--- config.mk ---
export PLATFORM = sky130hd
export DESIGN_NAME = imm_gen_pipe
export DESIGN_NICKNAME = d
export VERILOG_FILES = /design/src/rtl/imm_gen_pipe.sv
export SDC_FILE = /design/constraint.sdc
export NUM_CORES = 1
export LEC_CHECK = 0
export ABC_AREA = 1
export CAP_MARGIN = 20
export CORE_MARGIN = 5
export CORE_UTILIZATION = 46
export CTS_CLUSTER_DIAMETER = 150
export DETAILED_ROUTE_END_ITERATION = 6
export GPL_TIMING_DRIVEN = 1
export MAX_ROUTING_LAYER = met4
export PLACE_DENSITY = 0.94
export SKIP_CTS_REPAIR_TIMING = 1
export SYNTH_ARGS = -nofsm -noshare
export SYNTH_HDL_FRONTEND = slang
export SYNTH_SLANG_ARGS = --single-unit
--- constraint.sdc ---
create_clock -name clk -period 1.9 [get_ports clk]
set_clock_uncertainty 0.15 [all_clocks]
set_input_delay 0.19 -clock clk [delete_from_list [all_inputs] [get_ports clk]]
set_output_delay 0.19 -clock clk [all_outputs]
set_load 0.005 [all_outputs]
--- src/rtl/imm_gen_pipe.sv ---
// rtl/imm_gen_pipe.sv - pipelined RV32/RV64 immediate generator with valid/ready register slices
module imm_gen_pipe #(
  parameter int XLEN         = 32,
  parameter int STAGES       = 1,
  parameter int TAG_W        = 5,
  parameter int SUPPORT_ZIMM = 1
) (
  input  logic             clk,
  input  logic             rst_n,
  input  logic             in_valid,
  output logic             in_ready,
  input  logic [24:0]      instr_31_7,
  input  logic [2:0]       imm_src,
  input  logic [TAG_W-1:0] in_tag,
  output logic             out_valid,
  input  logic             out_ready,
  output logic [XLEN-1:0]  imm_ext,
  output logic             out_illegal,
  output logic [TAG_W-1:0] out_tag
);

  localparam int PW = XLEN + 1 + TAG_W;

  logic [XLEN-1:0]   dec_imm;
  logic              dec_ill;
  logic              sgn;
  logic [STAGES-1:0] v;
  logic [STAGES-1:0] rdy;
  logic [STAGES-1:0] src_v;
  logic [PW-1:0]     pay   [STAGES];
  logic [PW-1:0]     src_p [STAGES];

  // instr_31_7[k] is instr[k+7]; sgn is instr[31]
  assign sgn = instr_31_7[24];

  always_comb begin
    dec_imm = '0;
    dec_ill = 1'b0;
    case (imm_src)
      3'b000: dec_imm = {{(XLEN-12){sgn}}, instr_31_7[24:13]};
      3'b001: dec_imm = {{(XLEN-12){sgn}}, instr_31_7[24:18], instr_31_7[4:0]};
      3'b010: dec_imm = {{(XLEN-31){sgn}}, instr_31_7[23:5], 12'b0};
      3'b101: dec_imm = {{(XLEN-12){sgn}}, instr_31_7[0], instr_31_7[23:18],
                         instr_31_7[4:1], 1'b0};
      3'b110: dec_imm = {{(XLEN-20){sgn}}, instr_31_7[12:5], instr_31_7[13],
                         instr_31_7[23:14], 1'b0};
      3'b011: begin
        if (SUPPORT_ZIMM != 0) dec_imm = {{(XLEN-5){1'b0}}, instr_31_7[12:8]};
        else                   dec_ill = 1'b1;
      end
      3'b100: begin
        if (XLEN == 32) dec_imm = {{(XLEN-5){1'b0}}, instr_31_7[17:13]};
        else            dec_imm = {{(XLEN-6){1'b0}}, instr_31_7[18:13]};
      end
      default: dec_ill = 1'b1;
    endcase
  end

  // Ready ripples back from the output: a stage accepts when empty or draining
  always_comb begin
    rdy = '0;
    rdy[STAGES-1] = !v[STAGES-1] || out_ready;
    for (int i = STAGES - 2; i >= 0; i--) begin
      rdy[i] = !v[i] || rdy[i+1];
    end
  end

  always_comb begin
    src_v    = '0;
    for (int i = 0; i < STAGES; i++) src_p[i] = '0;
    src_v[0] = in_valid;
    src_p[0] = {dec_imm, dec_ill, in_tag};
    for (int i = 1; i < STAGES; i++) begin
      src_v[i] = v[i-1];
      src_p[i] = pay[i-1];
    end
  end

  always_ff @(posedge clk or negedge rst_n) begin
    if (!rst_n) begin
      v <= '0;
      for (int i = 0; i < STAGES; i++) pay[i] <= '0;
    end else begin
      for (int i = 0; i < STAGES; i++) begin
        if (rdy[i]) v[i] <= src_v[i];
        if (rdy[i] && src_v[i]) pay[i] <= src_p[i];
      end
    end
  end

  assign in_ready                        = rdy[0];
  assign out_valid                       = v[STAGES-1];
  assign {imm_ext, out_illegal, out_tag} = pay[STAGES-1];

endmodule

==> metrics.txt <==
Longest Clk Path Bufs 2; CTS clk-pin slew, worst paths 0.07 ns; top-area cell type share of the netlist area 52.0%; period utilization 85.1%; max_slew headroom 67.9%; Max-Cap Viols 0; Sw Share 27.3%; # clock sinks 39; global route hottest layer met2; largest area contributor in the netlist dfrtp_1; Mapped Area 1880 um^2; HP Class input pin to asynchronous set/reset pin; Synth async-reset ratio 100%; Synthesized Nets 287; Synth Warn # 0; # rows 23; PD cells 790 nW/um^2; EDFF count, synth 0; core footprint 3970 um^2; Seq pwr share 45.5%; Post-DP HPWL 4030 um; Layout area overhead 49.2%; initial antenna violation count 0; CTS Buf Count 5; Critical Path RT 1.56 ns; DRT Pass-1 Iters 4; worst skew pair latency 0.29 ns; vias in the first global route 1886; Initial DRC Count 221; fin. max-slew vios 0; Max H-tree Level 2; CTS tree built; GR Overflow Total 0; final WL 5570 um; top-count cell post-synth nand2_1; status finished, final reports clean; Logic pwr share 26.6%; final setup fails 0; Leak 1.42 nW; Die Y 73.9 um; GR Util met2 35.8%; internal power 0.00161 W; root buffer cell clkbuf_8; Synth cell types 14; Hold Fails Final Rpt 0; post-DR wirelength/cell 14.7 um; layout cells sized above 1 6.40%; first-pass GRT wire length 8870 um; total track usage 22.3%; kind of end point of the critical path output pin; CP Class register to output pin; GR Util met1 27.0%; Syn Inst Count 250; Slew @ Worst Pin 0.482 ns; nets 364; Initial Utilization 47.2%; largest net degree at the start of global routing 40; reg2reg path depth 5; total negative setup slack 0 ns; most instantiated cells after synthesis 132 x nand2_1, 39 x dfrtp_1, 18 x nand3_1; Final GP Congestion 0.825; die width 73.9 um; switching power 0.000603 W; Max Fclk 0.619 GHz; Top FF cell, synth dfrtp_1; VDD IR max 591 uV; buffers added on ports 76; met3 Use GR 5.47%; drt drc 0; Die ar. 5450 um^2; Clock power frac 27.9%; Vias 1970; final core occ 70.5%; vias per cell 5.21; CP startpoint kind register; number of routed nets with antenna violations 0; Synth area leaders dfrtp_1 52%, nand2_1 26%, nand3_1 4.8%; Ports 77; worst-path maximum fanout 3; total inserted antenna cells 0; syn_area_per_cell 7.50 um^2; RSZ-0062 raised after global routing no; Tmin final 1.62 ns; synthesized flop and latch total 39; Worst EP arrival 1.28 ns; post-synthesis sequential area ratio 52.0%
==> state kept, by name (all words and copies together), names as in the netlist <==
name,flops
pay,38
out_valid,1
==> logic make-up after synthesis <==
| family | Yosys count | share of synthesized area, % |
|---|---|---|
| simple gates | 167 | 36.5 |
| flops | 39 | 52.0 |
| buf+inv | 22 | 5.07 |
| compound gates | 22 | 6.40 |
==> critical path: stages, from the launching register on <==
cell	delay [ns]
dfrtp_1	0.38
nand2_1	0.10
clkdlybuf4s50_1	0.51
==> metrics by stage <==
step | hold slack, ns | instances | instance area [um^2] | worst slack [ns] | power [W]
CTS | -0.297 | 377 | 2790 | 0.272 | 0.00222
floorplan | -0.256 | 250 | 1880 | 0.656 | 0.00122
global placement | 0.0190 | 369 | 2690 | 0.138 | 0.00159
global route | 0.284 | 378 | 2800 | 0.233 | 0.00232
detailed placement | 0.0232 | 369 | 2690 | 0.0563 | 0.00160
finish | 0.237 | 378 | 2800 | 0.284 | 0.00221
==> layer usage <==
metal  vias up  routed length, um
met5         -                  0
met4         0                109
met3        10                489
met2        93               2740
met1       907               2230
li1        960                  -
==> placed cells by master (no fill, tap or decap) <==
cell,instances
nand2_1,132
clkdlybuf4s50_1,75
dfrtp_1,39
nand3_1,18
nand4_1,14
o21ai_1,13
buf_4,9
clkbuf_8,7
o21ai_0,5
inv_1,3
inv_2,3
nor2_1,3
a21oi_1,2
o211ai_2,1
o31ai_1,1
clkbuf_1,1
dlygate4sd3_1,1
buf_2,1
==> cell type report <==
cell class / count / area [um^2]
clock buffers: 8 / 100
fillers: 322 / 1170
well taps: 50 / 62.6
inverters: 6 / 22.5
repair buffers: 86 / 833
multi-input cells: 189 / 805
flip-flops and latches: 39 / 976
==> power groups by stage <==
| stage | clock network, W | registers [W] | logic (W) |
|---|---|---|---|
| global placement | 0 | 0.00102 | 0.000572 |
| CTS | 0.000620 | 0.00101 | 0.000594 |
| detailed placement | 0 | 0.00102 | 0.000588 |
| global route | 0.000647 | 0.00102 | 0.000649 |
| finish | 0.000615 | 0.00101 | 0.000589 |
| floorplan | 0 | 0.00102 | 0.000193 |
==> worst paths after layout <==
check | startpoint | to | slack, ns
setup / recovery | out_valid | in_ready | 0.28
hold / removal | rst_n | pay[15] | 0.24
setup reg to reg | out_valid | pay[1] | 0.54
hold reg to reg | pay[18] | pay[18] | 0.34
max in group asynchronous | rst_n | pay[36] | 0.74
min in group clk | in_tag[4] | pay[4] | 0.28
No activity file was read; power rests on OpenSTA's default activity.
